`src/rtl/orientation_histogram_gen.sv`:
```
// Eight-bin gradient-orientation histogram over a square patch of the
// gradient BRAMs, with count or L1-weight accumulation and peak-bin search.
module orientation_histogram_gen #(
  parameter int WIDTH        = 64,
  parameter int HEIGHT       = 64,
  parameter int BIT_DEPTH    = 8,
  parameter int PATCH_SIZE   = 4,
  parameter int BIN_WIDTH    = 8,
  parameter int READ_LATENCY = 2
) (
  input  logic                              clk_in,
  input  logic                              rst_in,
  input  logic                              start,
  input  logic                              weight_mode_in,
  input  logic [$clog2(WIDTH)-1:0]          x,
  input  logic [$clog2(HEIGHT)-1:0]         y,
  output logic [$clog2(WIDTH*HEIGHT)-1:0]   x_read_addr,
  output logic [$clog2(WIDTH*HEIGHT)-1:0]   y_read_addr,
  input  logic signed [BIT_DEPTH-1:0]       x_grad_in,
  input  logic signed [BIT_DEPTH-1:0]       y_grad_in,
  output logic [8*BIN_WIDTH-1:0]            histogram_out,
  output logic [2:0]                        peak_bin_out,
  output logic                              busy,
  output logic                              histogram_done
);

  localparam int XW   = $clog2(WIDTH);
  localparam int YW   = $clog2(HEIGHT);
  localparam int AW   = $clog2(WIDTH*HEIGHT);
  localparam int N    = PATCH_SIZE*PATCH_SIZE;
  localparam int CNTW = $clog2(N+1);
  localparam int OFW  = $clog2(PATCH_SIZE)+1;
  localparam int DW   = $clog2(READ_LATENCY+1);
  localparam int SW   = ((BIN_WIDTH > BIT_DEPTH+1) ?
                         BIN_WIDTH : BIT_DEPTH+1) + 1;
  localparam int MAXV = (1 << BIN_WIDTH) - 1;

  typedef enum logic [2:0] {
    S_IDLE, S_SCAN, S_DRAIN, S_PEAK, S_DONE
  } state_t;

  state_t                r_state;
  logic [XW-1:0]         r_x;
  logic [YW-1:0]         r_y;
  logic                  r_mode;
  logic [OFW-1:0]        r_oc;
  logic [OFW-1:0]        r_or;
  logic [CNTW-1:0]       r_cnt;
  logic [DW-1:0]         r_drain;
  logic [AW-1:0]         r_addr;
  logic [READ_LATENCY:0] r_vld;
  logic [BIN_WIDTH-1:0]  r_bins [8];
  logic [2:0]            r_peak;
  logic                  r_busy;
  logic                  r_done;

  logic                  w_idle;
  logic [XW-1:0]         w_bx;
  logic [YW-1:0]         w_by;
  logic [OFW-1:0]        w_oc;
  logic [OFW-1:0]        w_or;
  logic                  w_wrap;
  logic [31:0]           w_col;
  logic [31:0]           w_row;
  logic                  w_inb;
  logic                  w_issue;

  // In IDLE the first slot is issued straight from the inputs so that
  // slot 0's address is already registered in cycle 1.
  assign w_idle  = (r_state == S_IDLE);
  assign w_bx    = w_idle ? x : r_x;
  assign w_by    = w_idle ? y : r_y;
  assign w_oc    = w_idle ? '0 : r_oc;
  assign w_or    = w_idle ? '0 : r_or;
  assign w_wrap  = (w_oc == OFW'(PATCH_SIZE-1));
  assign w_col   = 32'(w_bx) + 32'(w_oc);
  assign w_row   = 32'(w_by) + 32'(w_or);
  assign w_inb   = (w_col < 32'(WIDTH)) && (w_row < 32'(HEIGHT));
  assign w_issue = (w_idle && start) ||
                   ((r_state == S_SCAN) && (r_cnt != CNTW'(N)));

  logic                  w_xpos;
  logic                  w_xneg;
  logic                  w_ypos;
  logic                  w_yneg;
  logic                  w_nz;
  logic [BIT_DEPTH-1:0]  w_ax;
  logic [BIT_DEPTH-1:0]  w_ay;
  logic [1:0]            w_q;
  logic                  w_s;
  logic [2:0]            w_bin;
  logic [SW-1:0]         w_sum;
  logic [BIN_WIDTH-1:0]  w_sat;

  assign w_xneg = x_grad_in[BIT_DEPTH-1];
  assign w_yneg = y_grad_in[BIT_DEPTH-1];
  assign w_xpos = !w_xneg && (|x_grad_in);
  assign w_ypos = !w_yneg && (|y_grad_in);
  assign w_nz   = (|x_grad_in) || (|y_grad_in);
  assign w_ax   = w_xneg ? BIT_DEPTH'(-x_grad_in) : BIT_DEPTH'(x_grad_in);
  assign w_ay   = w_yneg ? BIT_DEPTH'(-y_grad_in) : BIT_DEPTH'(y_grad_in);

  always_comb begin
    w_q = 2'd0;
    unique case (1'b1)
      (w_xpos && !w_yneg):  w_q = 2'd0;
      (!w_xpos && w_ypos):  w_q = 2'd1;
      (w_xneg && !w_ypos):  w_q = 2'd2;
      (!w_xneg && w_yneg):  w_q = 2'd3;
      default:              w_q = 2'd0;
    endcase
  end

  assign w_s   = w_q[0] ? (w_ax >= w_ay) : (w_ay >= w_ax);
  assign w_bin = {w_q, w_s};
  assign w_sum = SW'(r_bins[w_bin]) +
                 (r_mode ? (SW'(w_ax) + SW'(w_ay)) : SW'(1));
  assign w_sat = (w_sum > SW'(MAXV)) ? '1 : w_sum[BIN_WIDTH-1:0];

  logic [2:0]           w_peak;
  logic [BIN_WIDTH-1:0] w_pmax;

  always_comb begin
    w_peak = 3'd0;
    w_pmax = r_bins[0];
    for (int b = 1; b < 8; b++) begin
      if (r_bins[b] > w_pmax) begin
        w_pmax = r_bins[b];
        w_peak = 3'(b);
      end
    end
  end

  always_ff @(posedge clk_in or posedge rst_in) begin
    if (rst_in) begin
      r_state <= S_IDLE;
      r_x     <= '0;
      r_y     <= '0;
      r_mode  <= 1'b0;
      r_oc    <= '0;
      r_or    <= '0;
      r_cnt   <= '0;
      r_drain <= '0;
      r_addr  <= '0;
      r_vld   <= '0;
      r_peak  <= '0;
      r_busy  <= 1'b0;
      r_done  <= 1'b0;
      for (int b = 0; b < 8; b++) r_bins[b] <= '0;
    end else begin
      r_vld  <= {r_vld[READ_LATENCY-1:0], w_issue && w_inb};
      r_done <= 1'b0;
      if (w_issue) begin
        r_oc <= w_wrap ? '0 : w_oc + 1'b1;
        r_or <= w_wrap ? w_or + 1'b1 : w_or;
        if (w_inb) r_addr <= AW'(w_row*32'(WIDTH) + w_col);
      end
      if (r_vld[READ_LATENCY] && w_nz) r_bins[w_bin] <= w_sat;
      case (r_state)
        S_IDLE: begin
          if (start) begin
            r_x     <= x;
            r_y     <= y;
            r_mode  <= weight_mode_in;
            r_cnt   <= CNTW'(1);
            r_peak  <= '0;
            r_busy  <= 1'b1;
            r_state <= S_SCAN;
            for (int b = 0; b < 8; b++) r_bins[b] <= '0;
          end
        end
        S_SCAN: begin
          if (r_cnt == CNTW'(N)) begin
            r_drain <= DW'(1);
            r_state <= S_DRAIN;
          end else begin
            r_cnt <= r_cnt + 1'b1;
          end
        end
        S_DRAIN: begin
          if (r_drain == DW'(READ_LATENCY)) r_state <= S_PEAK;
          else r_drain <= r_drain + 1'b1;
        end
        S_PEAK: begin
          r_peak  <= w_peak;
          r_done  <= 1'b1;
          r_state <= S_DONE;
        end
        S_DONE: begin
          r_busy  <= 1'b0;
          r_state <= S_IDLE;
        end
        default: r_state <= S_IDLE;
      endcase
    end
  end

  always_comb begin
    histogram_out = '0;
    for (int b = 0; b < 8; b++)
      histogram_out[b*BIN_WIDTH +: BIN_WIDTH] = r_bins[b];
  end

  assign x_read_addr    = r_addr;
  assign y_read_addr    = r_addr;
  assign peak_bin_out   = r_peak;
  assign busy           = r_busy;
  assign histogram_done = r_done;

endmodule
```
`config.mk`:
```
export PLATFORM = sky130hd
export DESIGN_NAME = orientation_histogram_gen
export DESIGN_NICKNAME = d
export VERILOG_FILES = /design/src/rtl/orientation_histogram_gen.sv
export SDC_FILE = /design/constraint.sdc
export NUM_CORES = 1
export LEC_CHECK = 0
export ABC_AREA = 0
export CAP_MARGIN = 20
export CORE_MARGIN = 1.5
export CORE_UTILIZATION = 30
export CTS_CLUSTER_SIZE = 25
export DETAILED_ROUTE_END_ITERATION = 10
export PLACE_DENSITY = 0.62
export SYNTH_ARGS = -nofsm -noshare
export SYNTH_HDL_FRONTEND = slang
export SYNTH_SLANG_ARGS = --single-unit
```
`constraint.sdc`:
```
create_clock -name clk_in -period 11.7 [get_ports clk_in]
set_input_delay 2.34 -clock clk_in [delete_from_list [all_inputs] [get_ports clk_in]]
set_output_delay 2.34 -clock clk_in [all_outputs]
set_load 0.01 [all_outputs]
```
# Word level (Yosys, flattened, before mapping)
# Cells that the tools add are included.
[word_totals]
reg_bits = 113
elab_cells = 140
[op_classes]
bitwise_logic = 1
reduce_logical = 31
n_eq_ne = 13
mux = 49
add_sub_neg = 11
magnitude_cmp = 14
[op_table]
columns = ["op", "n"]
rows = [
  ["two-way mux 64 bit", 3],
  ["two-way mux 8 bit", 12],
  ["bitwise mux 64 bit", 1],
  ["greater-than comparator 8 bit", 7],
  ["two-way mux 3 bit", 14],
  ["binary-select mux 8 bit (select 3 bit)", 1],
  ["demux 8 bit (select 3 bit)", 1],
  [">= comparator 8 bit", 2],
  ["negation 8 bit", 2],
  ["OR reduction 8 bit", 2],
  ["adder 6 x 3 -> 7 bit", 2],
  ["less-than comparator 7 bit, second input constant", 2],
  ["adder 12 x 7 -> 12 bit", 1],
  ["two-way mux 6 bit", 2],
  ["one-hot mux 3 bit (4 select lines)", 1],
  ["logical AND 1 bit", 11],
  ["adder 8 x 9 -> 10 bit", 1],
  ["greater-than comparator 10 x 8 -> 1 bit, second input constant", 1],
  ["two-way mux 5 bit", 2],
  ["one-hot mux 5 bit (2 select lines)", 1],
  ["adder 8 x 8 -> 9 bit", 1],
  ["equality test 3 x 2 -> 1 bit, second input constant", 3],
  ["two-way mux 9 bit", 1],
  ["AND reduction 3 bit", 3],
  ["other kinds (24)", 42],
]

# Depth between registers and ports, before layout
# Gate-level depths: netlist (run 1).
[logic_depth]
word_depth = 17
ltp_mapped = 64
ltp_nobuf = 62

# Worst setup path before layout (run 1)
# OpenSTA, ideal clock, no wires.
[synth_timing]
kind = "register -> register"
start = "reg r_bins, in the netlist histogram_out[5]"
end = "reg r_peak[0], in the netlist peak_bin_out[0]"
path_slack_ns = -1.267
path_buffers = 1
required_time_ns = 11.531
t_arrival_ns = 12.798
period_less_slack_ns = 12.967
path_stages_with_launch = 62
path_cell_list = "dfrtp_1 inv_1 ha_1 a211o_1 a21oi_2 o2bb2ai_1 mux2i_1 ha_1 nor2b_1 o311a_1 nor3_1 a21oi_1 o21ai_1 mux2i_1 inv_1 ha_1 nand4_1 o21bai_1 (+26 left out) nor2b_1 o21a_1 o21ai_0 nand2b_1 a21oi_1 o21ai_0 o21ai_0 mux2_2 ha_1 nor2b_1 o21a_1 o21a_1 o21ai_0 a21oi_1 a211oi_1 a21oi_1 o21ai_0 o221ai_1"
[synth_between]
elab_chain_len = 15
elab_cells_between_ends = 21
classes_between = "order compare (7); mux (14)"
[synth_lines]
columns = ["element", "line_no", "rtl"]
rows = [
  ["start, declared", "52", "logic [BIN_WIDTH-1:0] r_bins [8];"],
  ["start signal, assigned by index", "158", "if (r_vld[READ_LATENCY] && w_nz) r_bins[w_bin] <= w_sat;"],
  ["greater-than comparator 8 bit", "127", "if (r_bins[b] > w_pmax) begin"],
  ["two-way mux 8 bit", "127", ""],
  ["greater-than comparator 8 bit", "127", ""],
  ["two-way mux 8 bit", "127", ""],
  ["greater-than comparator 8 bit", "127", ""],
  ["two-way mux 8 bit", "127", ""],
  ["greater-than comparator 8 bit", "127", ""],
  ["two-way mux 8 bit", "127", ""],
  ["greater-than comparator 8 bit", "127", ""],
  ["two-way mux 8 bit", "127", ""],
  ["greater-than comparator 8 bit", "127", ""],
  ["two-way mux 8 bit", "127", ""],
  ["greater-than comparator 8 bit", "127", ""],
  ["two-way mux 3 bit (*)", "127", ""],
  ["one-hot mux 3 bit (2 select lines) (*)", "159", "case (r_state)"],
  ["end signal, assigned", "185", "r_peak <= w_peak;"],
  ["end, declared", "53", "logic [2:0] r_peak;"],
]
# Every way passes the cells marked *; elsewhere a longest branch is shown, timed or not.
# A chain may end at the register's enable or synchronous reset.

# Worst setup path after layout (run 1)
# Ends and elaborated chain as after synthesis.

==> results.toml, run 1 <==
[routing]
wl_per_cell_um = 18.19
wl_mm = 30.68
drt_iter0_drc = 579
ant_nets = 0
vias = 8764
drc = 0
drtPass1Iterations = 5
via_per_inst = 5.195

[sta]
setup_ws_ns = -0.3415
fmax_mhz = 83.05
relSlewSlack_pct = 29.49
tightest_slew_ns = 1.058
drv_slew = 0
skew_ns = 0.01500
setup_viol = 3
period_needed_ns = 12.04
hold_viol_final = 0
fin_crit_sh_pct = 102.9
rsz0062_at_grt = "yes"

[synth]
synth_xor_area_share_pct = 3.227
synth.distinct_cells = 74
synth_top_family_by_area = "simple AND/OR/NAND/NOR gates"
netlist_area_um2 = 9229
yosys.area_share.simple_pct = 17.80
synth-compound-area-share_pct = 16.58
yosys_warnings = 0
synthCells = 1074
synth_edf_count = 0
synthAdderAreaFrac_pct = 13.20
synth_ff_type = "dfrtp_1"
synthMuxAreaShare_pct = 12.32
synth.yosys.seq_area_share_pct = 30.64
ys_async_sr_fraction_pct = 100.0
syn-num-nets = 1201
yosys_register_bits = 113
syn_avg_cell_area_um2 = 8.593

[worst_hold_path]
holdPathEnd = "r_vld[2]"
holdPathStages = 0
worstHoldStart = "r_vld[1]"
hp-class = "reg -> reg"

[global_routing]
overflow = 0
antenna_found_initial = 0
track_usage_pct = 19.14
grt_pass1_wl_mm = 46.67
grt_max_degree = 83
grt_pass1_vias = 8571

[status]
violations = "setup timing"
status = "complete, but fails checks"

[placed_design]
placed_cell_area_um2 = 11540
dp_hpwl_mm = 22.92
portBuffers = 124
place.gp.congestion = 0.9332

[worst_setup_path]
critPathMostFrequentCell = "ha_4"
max_stage_delay_ns = 0.40
r2r_setup_slack_ns = -0.34
critPathCaptureType = "register"
cp-start-kind = "register"
r2r_end = "peak_bin_out[0]"
crit_buf_inv = 7
critPathKind = "reg -> reg"
r2r_cells = 59
worst_path_max_delay_cell = "o41ai_4"
cp_max_fo = 8
worst_path_dominant_cell_family = "compound AO/OA/AOI/OAI gates"
arrival_ns = 12.33
rr_startpoint = "histogram_out[5]"
critical_path_required_ns = 11.99

[final_layout]
seq_area_um2 = 2828
final_nets = 1405
diodes = 0
area_growth_pct = 39.75
fill_cells = 2959
fin_area_um2 = 12900
multiInputGateArea_um2 = 6510
drive_above_1_share_pct = 21.07

[clocking]
cts_tree = "built"
clkTransAtPathRegs_ns = 0.06
clk-insertion-delay-late_ns = 0.43
htree_levels = 4
cts_made_buffers = 17
clkSinkCount = 113
cts_max_path_buffers = 2
root_buffer = "clkbuf_16"

[floorplan]
pin_count = 125
start_util_pct = 30.33
die_width_um = 178.4
core_um2 = 30430
rows = 64
fp.dieH_um = 178.4
die_area_um2 = 31820

[job]
maxCapViolCount = 0
## placed cells by master, fill, tap and decap left out, types with 10 or more instances in the layout
master,netlist,layout
mux2_4,0,12
buf_4,12,104
clkbuf_16,0,17
nand3_1,23,21
mux2i_1,72,60
o21bai_1,11,10
a21oi_1,74,70
o21ai_0,34,25
dfrtp_1,113,113
nand2_1,115,114
mux2_2,22,10
o21a_1,14,14
xnor2_1,25,25
inv_1,89,79
a211oi_1,22,20
nor2_1,138,135
clkdlybuf4s50_1,0,124
ha_1,91,75
a21o_1,18,17
ha_4,0,16
## final cells by class
class | count | area share, %
clock buffer | 17 | 3.298
sequential | 113 | 21.92
clock inverter | 15 | 1.523
inverter | 91 | 2.707
multi-input combinational | 821 | 50.48
timing repair buffer | 234 | 16.23
tap | 396 | 3.842
## sequential cells by signal (all words and copies together), names as in the netlist, 2 cells and up
signal,cells
histogram_out,64
peak_bin_out,3
r_cnt,5
r_drain,2
r_oc,3
r_or,3
r_state,3
r_vld,3
r_x,6
r_y,6
x_read_addr,12
## worst reg2reg max path, delay by kind of cell (launching register included)
family / cells / cell delay [ns]
flops: 1 / 0.38
simple gates: 7 / 1.16
compound gates: 32 / 6.02
fa+ha+maj: 7 / 1.70
buf+inv: 7 / 0.83
mux: 6 / 1.86
## repair_timing
| action | 4_1_cts | 5_1_grt |
|---|---|---|
| buffers inserted | 16 | 9 |
| pin swaps | 24 | 43 |
| setup endpoints to repair | 3 | 3 |
| gates resized for setup | 52 | 49 |
| hold buffers | 0 | 0 |
## layer usage
metal | vias to the layer above | global-route usage [%] | share of wire, %
met5 | - | 0 | 0
met4 | 0 | 6.250 | 2.8
met3 | 51 | 4.412 | 5.8
met2 | 258 | 31.80 | 48
met1 | 4286 | 24.44 | 44
li1 | 4169 | - | -
## per-stage QoR
step | TNS (ns) | util [%] | hold WS [ns] | cells | worst slack (ns)
4_1_cts | -0.08094 | 41.25 | 0.3500 | 1678 | -0.04673
6_report | -0.9567 | 42.38 | 0.3481 | 1687 | -0.3415
3_5_place_dp | -1.608 | 37.92 | 0.3362 | 1630 | -0.5451
5_1_grt | -2.774 | 42.38 | 0.3525 | 1687 | -0.9554
2_1_floorplan | -0.002848 | - | 0.3312 | 1074 | -0.002848
3_3_place_gp | -0.5170 | 37.92 | 0.3326 | 1630 | -0.1782
## cells by family (layout without fill, tap and decap cells)
group / count (synthesis) / after routing
and+or+nand+nor: 363 / 363
AOI/OAI and AO/OA: 227 / 227
buffers and inverters: 140 / 357
DFF: 113 / 113
muxes: 102 / 102
adders and majority gates: 95 / 95
xor gates and xnor gates: 34 / 34
## cells in the mapped netlist (all sizes together), types with 9 or more instances
cell type,number,area share [%]
nor4,10,0.81
o21a,14,1.1
nand2,115,4.7
clkbuf,31,1.3
mux2i,72,7.8
a21oi,75,4.1
o21bai,11,0.89
nand4,9,0.61
buf,18,1.3
mux2,23,2.8
ha,91,12
nor3,12,0.70
xnor2,25,2.4
xor2,9,0.85
a211oi,23,1.9
o21ai,39,2.2
inv,91,3.7
nand3,23,1.2
a21o,18,1.5
nor2b,14,0.95
dfrtp,113,31
and2,10,0.68
nor2,138,5.6
## how the worst max path moves through the flow
stage / start / end / slack, ns / depth (start not counted)
3_3_place_gp: histogram_out[13] / peak_bin_out[2] / -0.18 / 59
5_1_grt: histogram_out[1] / peak_bin_out[0] / -0.96 / 63
2_1_floorplan: histogram_out[13] / peak_bin_out[0] / -0.003 / 60
3_5_place_dp: histogram_out[1] / peak_bin_out[1] / -0.55 / 63
6_report: histogram_out[5] / peak_bin_out[0] / -0.34 / 59
4_1_cts: histogram_out[5] / peak_bin_out[0] / -0.05 / 61
Power of run 1 is not shown: default switching activity piles up to over one toggle a cycle in this logic, so the estimate is an artifact.
==> run 2, diff against run 1 <==
--- a/config.mk
+++ b/config.mk
@@ -6,11 +6,12 @@
 export NUM_CORES = 1
 export LEC_CHECK = 0
 export ABC_AREA = 0
-export CAP_MARGIN = 20
+export CAP_MARGIN = 0
 export CORE_MARGIN = 1.5
 export CORE_UTILIZATION = 30
 export CTS_CLUSTER_SIZE = 25
 export DETAILED_ROUTE_END_ITERATION = 10
+export GPL_ROUTABILITY_DRIVEN = 0
 export PLACE_DENSITY = 0.62
 export SYNTH_ARGS = -nofsm -noshare
 export SYNTH_HDL_FRONTEND = slang
==> results.toml, run 2 (synthesis gave the netlist of run 1 again) <==
[sta]
setup_ws_ns = -0.2615
skew_ns = 0.01568
fmax_mhz = 83.60
drv_slew = 0
whs_ns = 0.3512
relSlewSlack_pct = 21.26
hold_viol_final = 0
fin_crit_sh_pct = 102.2
rsz0062_at_grt = "yes"
setup_viol = 3
tightest_slew_ns = 1.181
period_needed_ns = 11.96

[global_routing]
grt_max_degree = 83
grt_pass1_vias = 8460
overflow = 0
antenna_found_initial = 0
track_usage_pct = 19.34
grt_pass1_wl_mm = 46.96

[clocking]
clkTransAtPathRegs_ns = 0.06
cts_max_path_buffers = 2
cts_made_buffers = 17
cts_tree = "built"
htree_levels = 4
clkSinkCount = 113
hold_buffers = 0
root_buffer = "clkbuf_16"
clk-insertion-delay-late_ns = 0.44

[routing]
ant_nets = 0
drc = 0
wl_per_cell_um = 18.19
drt_iter0_drc = 710
wl_mm = 30.74
drtPass1Iterations = 5
via_per_inst = 5.196
vias = 8782

[worst_setup_path]
max_stage_delay_ns = 0.38
r2r_end = "peak_bin_out[0]"
r2r_cells = 63
critPathKind = "reg -> reg"
rr_startpoint = "histogram_out[4]"
cp_max_fo = 8
cp-start-kind = "register"
r2r_setup_slack_ns = -0.26
critical_path_required_ns = 12.00
worst_path_max_delay_cell = "a211o_4"
critPathCaptureType = "register"
critPathMostFrequentCell = "a21oi_2"
arrival_ns = 12.26

[placed_design]
dp_slack_ns = -0.4658
dp_hpwl_mm = 22.50
portBuffers = 124

[final_layout]
largest_reg_flops = 64
diodes = 0
drive_above_1_share_pct = 22.18
final_cell_mix = "134 x nor2_1, 124 x clkdlybuf4s50_1, 114 x nand2_1, 113 x dfrtp_1, 106 x buf_4"
fill_cells = 2947
final_nets = 1408
final_common_cell = "nor2_1"
area_growth_pct = 40.50
final_util_pct = 42.61

[floorplan]
pin_count = 125
core_um2 = 30430
rows = 64
die_area_um2 = 31820
fp.dieH_um = 178.4
start_util_pct = 30.33
die_width_um = 178.4

[worst_hold_path]
holdPathStages = 0
worstHoldStart = "r_vld[1]"
holdPathEnd = "r_vld[2]"
hp-class = "reg -> reg"

[status]
violations = "setup timing"
status = "complete, but fails checks"

[job]
maxCapViolCount = 0
## run 2: metal layers
metal | track usage (%) | vias to the layer above | routed length (µm)
met4 | 7.986 | 0 | 1118
met3 | 4.028 | 72 | 2134
met5 | 0 | - | 0
met2 | 31.01 | 331 | 14170
li1 | - | 4182 | -
met1 | 25.23 | 4197 | 13320
## run 2: cell type report
class	instances	area, µm²	area share, %
Clock inverter	15	163.9	1.264
Timing Repair Buffer	237	2137	16.48
Sequential cell	113	2828	21.81
Tap cell	396	495.5	3.821
Clock buffer	17	425.4	3.281
Multi-Input combinational cell	821	6573	50.69
Inverter	91	344.1	2.654
## run 2: how the worst max path moves through the flow
stage / to / cells past startpoint / slack [ns] / startpoint
2_1_floorplan: peak_bin_out[0] / 60 / -0.003 / histogram_out[13]
3_3_place_gp: peak_bin_out[0] / 59 / -0.13 / histogram_out[13]
3_5_place_dp: peak_bin_out[0] / 59 / -0.47 / histogram_out[13]
4_1_cts: peak_bin_out[0] / 60 / -0.13 / histogram_out[5]
5_1_grt: peak_bin_out[0] / 63 / -0.81 / histogram_out[4]
6_report: peak_bin_out[0] / 63 / -0.26 / histogram_out[4]
## run 2: critical path, delay by kind of cell, from the launching register on
| kind | cells | cell delay, ns |
|---|---|---|
| simple gates | 10 | 1.53 |
| mux | 6 | 1.81 |
| compound gates | 33 | 5.63 |
| flops | 1 | 0.34 |
| fa+ha+maj | 7 | 1.82 |
| buf+inv | 7 | 0.69 |
## run 2: what timing repair did
action | CTS | global route
buffers inserted | 24 | 14
pin swaps | 42 | 38
gates resized for setup | 64 | 48
setup endpoints to repair | 3 | 3
## run 2: through the flow
step	setup TNS [ns]	std cells	area [µm²]
2_1_floorplan	-0.002848	1074	9398
3_3_place_gp	-0.3888	1620	11460
3_5_place_dp	-1.372	1620	11460
4_1_cts	-0.2324	1676	12630
5_1_grt	-2.284	1690	12970
6_report	-0.6283	1690	12970
Power of run 2 is left out for the same reason.
==> run 3, diff against run 2 <==
--- a/config.mk
+++ b/config.mk
@@ -12,7 +12,7 @@
 export CTS_CLUSTER_SIZE = 25
 export DETAILED_ROUTE_END_ITERATION = 10
 export GPL_ROUTABILITY_DRIVEN = 0
-export PLACE_DENSITY = 0.62
+export PLACE_DENSITY = 0.47
 export SYNTH_ARGS = -nofsm -noshare
 export SYNTH_HDL_FRONTEND = slang
 export SYNTH_SLANG_ARGS = --single-unit
==> results.toml, run 3 (synthesis gave the netlist of run 1 again) <==
[floorplan]
die_width_um = 178.4
start_util_pct = 30.33
fp.dieH_um = 178.4
pin_count = 125
die_area_um2 = 31820
rows = 64
core_um2 = 30430

[final_layout]
area_growth_pct = 42.87
final_cell_mix = "136 x nor2_1, 132 x buf_4, 124 x clkdlybuf4s50_1, 114 x nand2_1, 113 x dfrtp_1"
final_cells = 1719
drive_above_1_share_pct = 22.75
final_common_cell = "nor2_1"
diodes = 0
fill_cells = 3043
largest_reg_flops = 64
final_nets = 1437

[global_routing]
use_met2_pct = 33.16
grt_max_degree = 65
overflow = 0
use_met1_pct = 27.34
grt_pass1_wl_mm = 48.63
grt-busiest-layer = "met2"
track_usage_pct = 20.22
grtUsageMet3_pct = 3.176
grt_pass1_vias = 8443
antenna_found_initial = 0

[placed_design]
dp_cells = 1652
dp_hpwl_mm = 24.21
portBuffers = 124
dp_slack_ns = -0.4391

[worst_setup_path]
cp-start-kind = "register"
crit_buf_inv = 5
critPathCaptureType = "register"
arrival_ns = 11.99
critPathMostFrequentCell = "ha_4"
cp_max_fo = 8
worst_path_max_delay_cell = "a2111oi_4"
critPathKind = "reg -> reg"
max_stage_delay_ns = 0.41
critical_path_required_ns = 11.98
worst_path_dominant_cell_family = "compound AO/OA/AOI/OAI gates"

[clocking]
cts_made_buffers = 17
cts_max_path_buffers = 2
clkSinkCount = 113
clkTransAtPathRegs_ns = 0.06
clk-insertion-delay-late_ns = 0.42
cts_tree = "built"
root_buffer = "clkbuf_16"
hold_buffers = 0
htree_levels = 4

[routing]
drtPass1Iterations = 5
drc = 0
ant_nets = 0
drt_iter0_drc = 486
wl_mm = 31.68
vias = 8493
via_per_inst = 4.941
wl_per_cell_um = 18.43

[sta]
period_needed_ns = 11.71
setup_ws_ns = -0.008077
setup_viol = 1
tightest_slew_ns = 1.137
hold_viol_final = 0
fmax_mhz = 85.41
relSlewSlack_pct = 24.21
fin_crit_sh_pct = 100.1
skew_ns = 0.01011
whs_ns = 0.3613
rsz0062_at_grt = "yes"
drv_slew = 0

[job]
maxCapViolCount = 0

[worst_hold_path]
hp-class = "reg -> reg"

[status]
violations = "setup timing"
status = "complete, but fails checks"
==> run 3: cell types whose count changed in the layout (fill, tap and decap cells not counted), moves of 3 or more <==
cell       previous run  this run
buf_4               106       132
buf_6                 4         9
inv_6                 6         1
inv_8                 5         0
inv_2                12         8
mux2i_4               8         4
bufinv_16             1         4
clkinv_4              2         5
ha_1                 71        74
inv_1                78        81
o21ai_0              24        27
==> run 3: per-layer routing <==
layer | wire (µm) | part of all wire, %
met5 | 0 | 0
met4 | 624 | 2.0
met3 | 1212 | 3.8
met2 | 15040 | 47
met1 | 14800 | 47
==> run 3: timing repair <==
item / CTS / global route
resized for setup: 59 / 41
buffers inserted: 17 / 18
pin swaps: 39 / 34
setup endpoints to repair: 3 / 3
==> run 3: final timing paths <==
check | start | endpoint | slack [ns] | cells after the start
worst max-delay path | histogram_out[5] | peak_bin_out[0] | -0.008 | 59
worst min-delay path | r_vld[0] | r_vld[1] | 0.36 | 0
worst max register to register | histogram_out[5] | peak_bin_out[0] | -0.008 | 59
worst min register to register | r_vld[0] | r_vld[1] | 0.36 | 0
max in group asynchronous | rst_in | histogram_out[32] | 7.98 | 3
min in group asynchronous | rst_in | histogram_out[10] | 2.38 | 2
==> run 3: stage by stage <==
stage / TNS [ns] / cell area [µm²] / utilization [%]
global placement: -0.5496 / 11710 / 38.47
finish: -0.008077 / 13190 / 43.33
CTS: -0.1235 / 12800 / 42.07
floorplan: -0.002848 / 9398 / -
global route: -1.538 / 13190 / 43.33
detailed placement: -1.294 / 11710 / 38.47
==> run 3: area by class of cell <==
| type | instances | area [µm²] | area share (%) |
|---|---|---|---|
| Multi-Input combinational cell | 821 | 6533 | 49.54 |
| Sequential cell | 113 | 2828 | 21.45 |
| Timing Repair Buffer | 266 | 2354 | 17.85 |
| Tap cell | 396 | 495.5 | 3.758 |
| Clock buffer | 20 | 446.7 | 3.388 |
| Inverter | 91 | 346.6 | 2.629 |
| Clock inverter | 12 | 182.7 | 1.385 |
Power of run 3 is left out for the same reason.
